<file path="src/rtl/alu_muldiv_seq.sv">
// Iterative radix-2 multiply / restoring-divide unit with RISC-V sign and corner-case handling.
// Optional build macro MULDIV_EARLY_OUT_EN enables early termination; results are unchanged.
module alu_muldiv_seq #(
    parameter int unsigned WIDTH = 32,
    parameter int unsigned CNT_W = $clog2(WIDTH) + 1
) (
    input  logic             clk,
    input  logic             rst,
    input  logic             flush,
    input  logic             in_valid,
    output logic             in_ready,
    input  logic [4:0]       opcode,
    input  logic [WIDTH-1:0] src_a,
    input  logic [WIDTH-1:0] src_b,
    output logic             out_valid,
    input  logic             out_ready,
    output logic [WIDTH-1:0] result,
    output logic             div_zero
);

    localparam logic [4:0] OpMul    = 5'b00010;
    localparam logic [4:0] OpMulh   = 5'b00011;
    localparam logic [4:0] OpMulhsu = 5'b00100;
    localparam logic [4:0] OpMulhu  = 5'b00101;
    localparam logic [4:0] OpDiv    = 5'b00110;
    localparam logic [4:0] OpDivu   = 5'b00111;
    localparam logic [4:0] OpRem    = 5'b01000;
    localparam logic [4:0] OpRemu   = 5'b01001;

    localparam logic [WIDTH-1:0] MinVal = {1'b1, {(WIDTH-1){1'b0}}};

    typedef enum logic [1:0] {StIdle, StCalc, StFix, StDone} state_e;

    state_e               state_q, state_d;
    logic [4:0]           op_q, op_d;
    logic                 neg_q, neg_d;
    logic                 bypass_q, bypass_d;
    logic [CNT_W-1:0]     cnt_q, cnt_d;
    logic [2*WIDTH-1:0]   prod_q, prod_d;
    logic [WIDTH-1:0]     opnd_q, opnd_d;
    logic [WIDTH-1:0]     result_q, result_d;
    logic                 div_zero_q, div_zero_d;
`ifdef MULDIV_EARLY_OUT_EN
    logic [WIDTH-1:0]     mplier_q, mplier_d;
`endif

    // Accept-side decode
    logic             op_is_mul, op_is_div, a_signed, b_signed, a_neg, b_neg;
    logic             b_zero, div_ovf;
    logic [WIDTH-1:0] a_mag, b_mag;

    assign op_is_mul = opcode inside {OpMul, OpMulh, OpMulhsu, OpMulhu};
    assign op_is_div = opcode inside {OpDiv, OpDivu, OpRem, OpRemu};
    assign a_signed  = opcode inside {OpMul, OpMulh, OpMulhsu, OpDiv, OpRem};
    assign b_signed  = opcode inside {OpMul, OpMulh, OpDiv, OpRem};
    assign a_neg     = a_signed & src_a[WIDTH-1];
    assign b_neg     = b_signed & src_b[WIDTH-1];
    assign a_mag     = a_neg ? -src_a : src_a;
    assign b_mag     = b_neg ? -src_b : src_b;
    assign b_zero    = (src_b == '0);
    assign div_ovf   = (opcode inside {OpDiv, OpRem}) && (src_a == MinVal) && (src_b == '1);

    // One iteration of each datapath
    logic             calc_div;
    logic [WIDTH:0]   mul_sum;
    logic [WIDTH:0]   rem_shift;
    logic             div_ge;
    logic [WIDTH-1:0] rem_sub, rem_next;

    assign calc_div  = op_q inside {OpDiv, OpDivu, OpRem, OpRemu};
    assign mul_sum   = {1'b0, prod_q[2*WIDTH-1:WIDTH]} + {1'b0, (prod_q[0] ? opnd_q : '0)};
    assign rem_shift = {prod_q[2*WIDTH-1:WIDTH], prod_q[WIDTH-1]};
    assign div_ge    = rem_shift >= {1'b0, opnd_q};
    assign rem_sub   = rem_shift[WIDTH-1:0] - opnd_q;
    assign rem_next  = div_ge ? rem_sub : rem_shift[WIDTH-1:0];

    // Sign correction; an early-exited multiply still owes cnt_q right shifts
    logic [2*WIDTH-1:0] full, full_neg, mul_val;
    logic [WIDTH-1:0]   quot, rem, fix_val;

`ifdef MULDIV_EARLY_OUT_EN
    assign full = prod_q >> cnt_q;
`else
    assign full = prod_q;
`endif
    assign full_neg = -full;
    assign mul_val  = neg_q ? full_neg : full;
    assign quot     = full[WIDTH-1:0];
    assign rem      = full[2*WIDTH-1:WIDTH];

    always_comb begin
        fix_val = '0;
        if (bypass_q) begin
            fix_val = prod_q[WIDTH-1:0];
        end else begin
            unique case (op_q)
                OpMul:                     fix_val = mul_val[WIDTH-1:0];
                OpMulh, OpMulhsu, OpMulhu: fix_val = mul_val[2*WIDTH-1:WIDTH];
                OpDiv, OpDivu:             fix_val = neg_q ? -quot : quot;
                OpRem, OpRemu:             fix_val = neg_q ? -rem : rem;
                default:                   fix_val = '0;
            endcase
        end
    end

    always_comb begin
        state_d    = state_q;
        op_d       = op_q;
        neg_d      = neg_q;
        bypass_d   = bypass_q;
        cnt_d      = cnt_q;
        prod_d     = prod_q;
        opnd_d     = opnd_q;
        result_d   = result_q;
        div_zero_d = div_zero_q;
`ifdef MULDIV_EARLY_OUT_EN
        mplier_d   = mplier_q;
`endif

        unique case (state_q)
            StIdle: begin
                if (in_valid && !flush) begin
                    op_d       = opcode;
                    bypass_d   = 1'b0;
                    div_zero_d = 1'b0;
                    cnt_d      = CNT_W'(WIDTH);
                    state_d    = StCalc;
`ifdef MULDIV_EARLY_OUT_EN
                    mplier_d   = b_mag;
`endif
                    if (op_is_div) begin
                        neg_d  = (opcode == OpRem) ? a_neg : (a_neg ^ b_neg);
                        prod_d = {{WIDTH{1'b0}}, a_mag};
                        opnd_d = b_mag;
                    end else begin
                        neg_d  = a_neg ^ b_neg;
                        prod_d = {{WIDTH{1'b0}}, b_mag};
                        opnd_d = a_mag;
                    end

                    if (!op_is_mul && !op_is_div) begin
                        bypass_d = 1'b1;
                        prod_d   = '0;
                        cnt_d    = '0;
                        state_d  = StFix;
                    end else if (op_is_div && b_zero) begin
                        bypass_d   = 1'b1;
                        div_zero_d = 1'b1;
                        prod_d     = {{WIDTH{1'b0}},
                                      ((opcode inside {OpDiv, OpDivu}) ? {WIDTH{1'b1}} : src_a)};
                        cnt_d      = '0;
                        state_d    = StFix;
                    end else if (div_ovf) begin
                        bypass_d = 1'b1;
                        prod_d   = {{WIDTH{1'b0}}, ((opcode == OpDiv) ? MinVal : {WIDTH{1'b0}})};
                        cnt_d    = '0;
                        state_d  = StFix;
`ifdef MULDIV_EARLY_OUT_EN
                    end else if (op_is_div && (a_mag < b_mag)) begin
                        // Quotient 0, remainder is the dividend; normal sign fix applies
                        prod_d  = {a_mag, {WIDTH{1'b0}}};
                        cnt_d   = '0;
                        state_d = StFix;
`endif
                    end
                end
            end
            StCalc: begin
                cnt_d = cnt_q - CNT_W'(1);
                if (calc_div) begin
                    prod_d = {rem_next, prod_q[WIDTH-2:0], div_ge};
                end else begin
                    prod_d = {mul_sum, prod_q[WIDTH-1:1]};
                end
                if (cnt_q == CNT_W'(1)) begin
                    state_d = StFix;
                end
`ifdef MULDIV_EARLY_OUT_EN
                mplier_d = mplier_q >> 1;
                if (!calc_div && (mplier_d == '0)) begin
                    state_d = StFix;
                end
`endif
            end
            StFix: begin
                result_d = fix_val;
                state_d  = StDone;
            end
            StDone: begin
                if (out_ready) begin
                    state_d = StIdle;
                end
            end
            default: state_d = StIdle;
        endcase

        if (flush) begin
            state_d = StIdle;
        end
    end

    always_ff @(posedge clk) begin
        if (rst) begin
            state_q    <= StIdle;
            op_q       <= '0;
            neg_q      <= 1'b0;
            bypass_q   <= 1'b0;
            cnt_q      <= '0;
            prod_q     <= '0;
            opnd_q     <= '0;
            result_q   <= '0;
            div_zero_q <= 1'b0;
`ifdef MULDIV_EARLY_OUT_EN
            mplier_q   <= '0;
`endif
        end else begin
            state_q    <= state_d;
            op_q       <= op_d;
            neg_q      <= neg_d;
            bypass_q   <= bypass_d;
            cnt_q      <= cnt_d;
            prod_q     <= prod_d;
            opnd_q     <= opnd_d;
            result_q   <= result_d;
            div_zero_q <= div_zero_d;
`ifdef MULDIV_EARLY_OUT_EN
            mplier_q   <= mplier_d;
`endif
        end
    end

    assign in_ready  = (state_q == StIdle);
    assign out_valid = (state_q == StDone);
    assign result    = result_q;
    assign div_zero  = div_zero_q;

endmodule

</file>
<file path="config.mk">
export PLATFORM = sky130hd
export DESIGN_NAME = alu_muldiv_seq
export DESIGN_NICKNAME = d
export VERILOG_FILES = /design/src/rtl/alu_muldiv_seq.sv
export SDC_FILE = /design/constraint.sdc
export NUM_CORES = 1
export LEC_CHECK = 0
export BUFFER_PORTS_ARGS = -buffer_cell sky130_fd_sc_hd__buf_2
export CAP_MARGIN = 20
export CELL_PAD_IN_SITES_DETAIL_PLACEMENT = 1
export CELL_PAD_IN_SITES_GLOBAL_PLACEMENT = 2
export CORE_MARGIN = 2
export CORE_UTILIZATION = 38
export DETAILED_ROUTE_END_ITERATION = 6
export PLACE_DENSITY_LB_ADDON = 0.15
export SLEW_MARGIN = 10
export SYNTH_ARGS = -nofsm -noshare
export SYNTH_HDL_FRONTEND = slang
export SYNTH_SLANG_ARGS = --single-unit
</file>
<file path="constraint.sdc">
create_clock -name clk -period 10.3 [get_ports clk]
set_clock_uncertainty 0.05 [all_clocks]
set_input_delay 0.515 -clock clk [delete_from_list [all_inputs] [get_ports clk]]
set_output_delay 0.515 -clock clk [all_outputs]
set_load 0.01 [all_outputs]
</file>
==> qor.csv <==
metric;value;unit
status;finished clean;
required;10.56;ns
rsz0062_at_grt;false;
dp_slack;5.730;ns
met3_length;3156;um
final_antenna_net_count;0;
ys_types;79;
syn_nets;2387;
hold_start;flush;
yosysSeqAreaShare;19.07;%
route.top_layer_used;met4;
dp_hpwl;52530;um
p_per_area;108.3;nW/um^2
period_share;44.47;%
critical_path_class;reg2reg;
r2r_slack;5.72;ns
grt_pass1_vias;17035;
wl_met1;30380;um
drtIter0Drc;1270;
ir_worst_vdd;112.3;uV
port_buffers;108;
hold_violations;0;
synthFlopType;dfxtp_1;
cts_resized;0;
fin_ws;5.720;ns
timing.rr.end;full[0]$_SDFFE_PP0P_;
diodes;0;
fin_crit;4.580;ns
num_vias;17233;
hold_path_depth;2;
cts.sink_count;144;
nets;2356;
synth.cell_area;15110;sq um
slowest_delay;0.69;ns
maxCapViolations;0;
holdBufCountCts;0;
path_clk_slew;0.07;ns
syn_to_final_growth;8.412;%
tightest_slew;1.090;ns
place_congestion;0.9426;
die_width;203.4;um
crit_buf_inv;1;
avgRoutedWirePerCell;24.82;um
yosys_register_bits;144;
ioPinCount;109;
initial_core_util;38.30;%
die_h;203.4;um
cts_tree;done;
cp_max_fo;33;
antenna_found_initial;1;
cts_inserted_buffers;17;
core-area;39460;sq um
wl_met2;31320;um
rows;73;
startpoint_type;flop;
setup_viol;0;
dieArea;41380;sq um
vias_per_cell;6.283;
grt_first_pass_wirelength;103800;um
cts-root-buf;clkbuf_16;
track_usage;32.59;%
drc;0;
r2r_cells;11;
fmax;218.3;MHz
grt_max_degree;86;
htree_levels;4;
holdPathEnd;state_q[0]$_SDFFE_PP0P_;
worstHoldPathType;in2reg;
synthArstFlopShare;0;%
clk_latency;0.45;ns
critical_path.endpoint_type;flop;
fin_setup_tns;0;ns
drive_gt1_share;9.243;%
synth.avg_cell_area;6.759;sq um
wl;68070;um
synth.yosys.warnings;0;
cpMostUsedCell;o21ai_0;
worstPathArrival;4.84;ns
drtPass1Iterations;5;
maxSlewViolCount;0;
r2r_start;full[51]$_SDFFE_PP0P_;
clk_path_buf_depth;2;
cp_cell_sequence;ha_1 -> a21oi_1 -> o21ai_0 -> or4_1 -> a211oi_1 -> o21ai_0 -> a21oi_4 -> buf_4 -> o21ai_0 -> a221oi_1 -> a211oi_1;
synth-edff-count;0;
fillerInstances;5146;
cp_top_family;compound AO/OA/AOI/OAI gates;
critical_path.slowest_cell;dfxtp_1;
timing.slew.headroom;27.31;%
post-cts-setup-buffer-count;0;
grt_overflow;0;
synth_cells;2236;
leakagePower;6.367;nW
postLayoutCoreUtil;41.52;%
## Yosys cell counts, types with 15 or more instances
cell	count	area, sq um
o211ai_1	33	247.7
a31oi_1	24	150.1
nand4_1	28	175.2
nor3_1	54	270.3
or3_1	27	168.9
a311oi_1	25	219.0
o21ai_0	162	810.8
xnor2_1	70	613.1
mux2i_1	16	160.2
nand2_1	338	1269
nor2_1	225	844.6
dfxtp_1	144	2883
o22ai_1	21	131.4
or4_1	28	210.2
nand2b_1	32	200.2
a21oi_1	204	1021
a21o_1	43	322.8
nand3_1	48	240.2
a211oi_1	38	285.3
ha_1	75	938.4
o31ai_1	34	255.2
clkbuf_1	154	578.1
inv_1	65	244.0
nor4_1	19	118.9
o41ai_1	20	175.2
xor2_1	83	727.0
o221ai_1	15	131.4
## worst max path at each step
stage | end | start | cells past startpoint
after floorplan | full[61]$_SDFFE_PP0P_ | full[45]$_SDFFE_PP0P_ | 11
after global placement | full[0]$_SDFFE_PP0P_ | full[51]$_SDFFE_PP0P_ | 11
after detailed placement | full[0]$_SDFFE_PP0P_ | full[51]$_SDFFE_PP0P_ | 11
after CTS | full[0]$_SDFFE_PP0P_ | full[51]$_SDFFE_PP0P_ | 11
after global routing | full[0]$_SDFFE_PP0P_ | full[51]$_SDFFE_PP0P_ | 11
final | full[0]$_SDFFE_PP0P_ | full[51]$_SDFFE_PP0P_ | 11
## layer usage
metal / vias up / GRT usage, %
met5: - / 0
met4: 0 / 15.30
met3: 114 / 3.579
met2: 547 / 53.21
met1: 8514 / 43.01
li1: 8058 / -
## flip-flops by register name, summed over array words and instances, names as in the netlist
| name | count |
|---|---|
| bypass_q | 1 |
| cnt_q | 6 |
| div_zero | 1 |
| full | 64 |
| neg_q | 1 |
| op_q | 5 |
| opnd_q | 32 |
| result | 32 |
| state_q | 2 |
## through the flow
stage,cells,cell area (sq um),power (mW),hold WS (ns)
floorplan,2236,15110,0.9581,0.3819
global placement,2711,15820,1.147,0.3891
detailed placement,2711,15820,1.155,0.3975
CTS,2743,16380,1.776,0.2204
global route,2743,16380,1.851,0.2374
finish,2743,16380,1.775,0.2301
## power breakdown
part / internal, mW / total (mW) / switching [mW]
clock network: 0.336 / 0.623 / 0.286
registers: 0.582 / 0.623 / 0.0410
logic: 0.171 / 0.529 / 0.359
total: 1.09 / 1.78 / 0.686
## cell type report
cell class / instances / area (sq um) / share of cell area [%]
tap: 525 / 656.9 / 4.009
clock buffer: 19 / 432.9 / 2.642
sequential: 144 / 2884 / 17.60
inverter: 67 / 251.5 / 1.535
clock inverter: 13 / 127.6 / 0.7789
multi-input combinational: 1845 / 11320 / 69.11
timing repair buffer: 130 / 708.2 / 4.322
## worst register-to-register path: stages, from the launching register on
cell and delay, ns:
dfxtp_1 0.69, ha_1 0.41, a21oi_1 0.22, o21ai_0 0.15
or4_1 0.53, a211oi_1 0.35, o21ai_0 0.38, a21oi_4 0.67
buf_4 0.48, o21ai_0 0.13, a221oi_1 0.30, a211oi_1 0.08
## kinds of logic after synthesis
group	synth area share (%)
xor+xnor	8.867
flops	19.07
fa+ha+maj	6.474
simple gates	26.88
mux	1.656
buf+inv	6.308
compound gates	30.74
## layout by cell type (no fill, tap or decap), types with 8 or more instances in the layout
master,synthesis,final
a221o_1,12,12
nand3_1,48,48
buf_2,12,107
o21ai_0,162,162
nor2_1,225,223
nand2_1,338,338
a22oi_1,12,12
a311oi_1,25,25
and2_1,11,11
nand2b_1,32,32
o221ai_1,15,15
o21bai_1,9,9
or3_1,27,27
dfxtp_1,144,143
nor4_1,19,19
inv_1,65,65
ha_1,75,74
a21o_1,43,43
a21oi_1,204,200
or4_1,28,28
clkbuf_16,0,17
or2_2,11,11
nand4_1,28,28
o31ai_1,34,34
o211ai_1,33,33
o41ai_1,20,20
buf_4,1,23
a211oi_1,38,38
xnor2_1,70,70
xor2_1,83,83
mux2_2,8,8
o22ai_1,21,21
o311ai_0,8,8
a31oi_1,24,24
mux2i_1,16,16
nor3_1,54,54
Note: power is estimated with default switching activity, not from simulation.
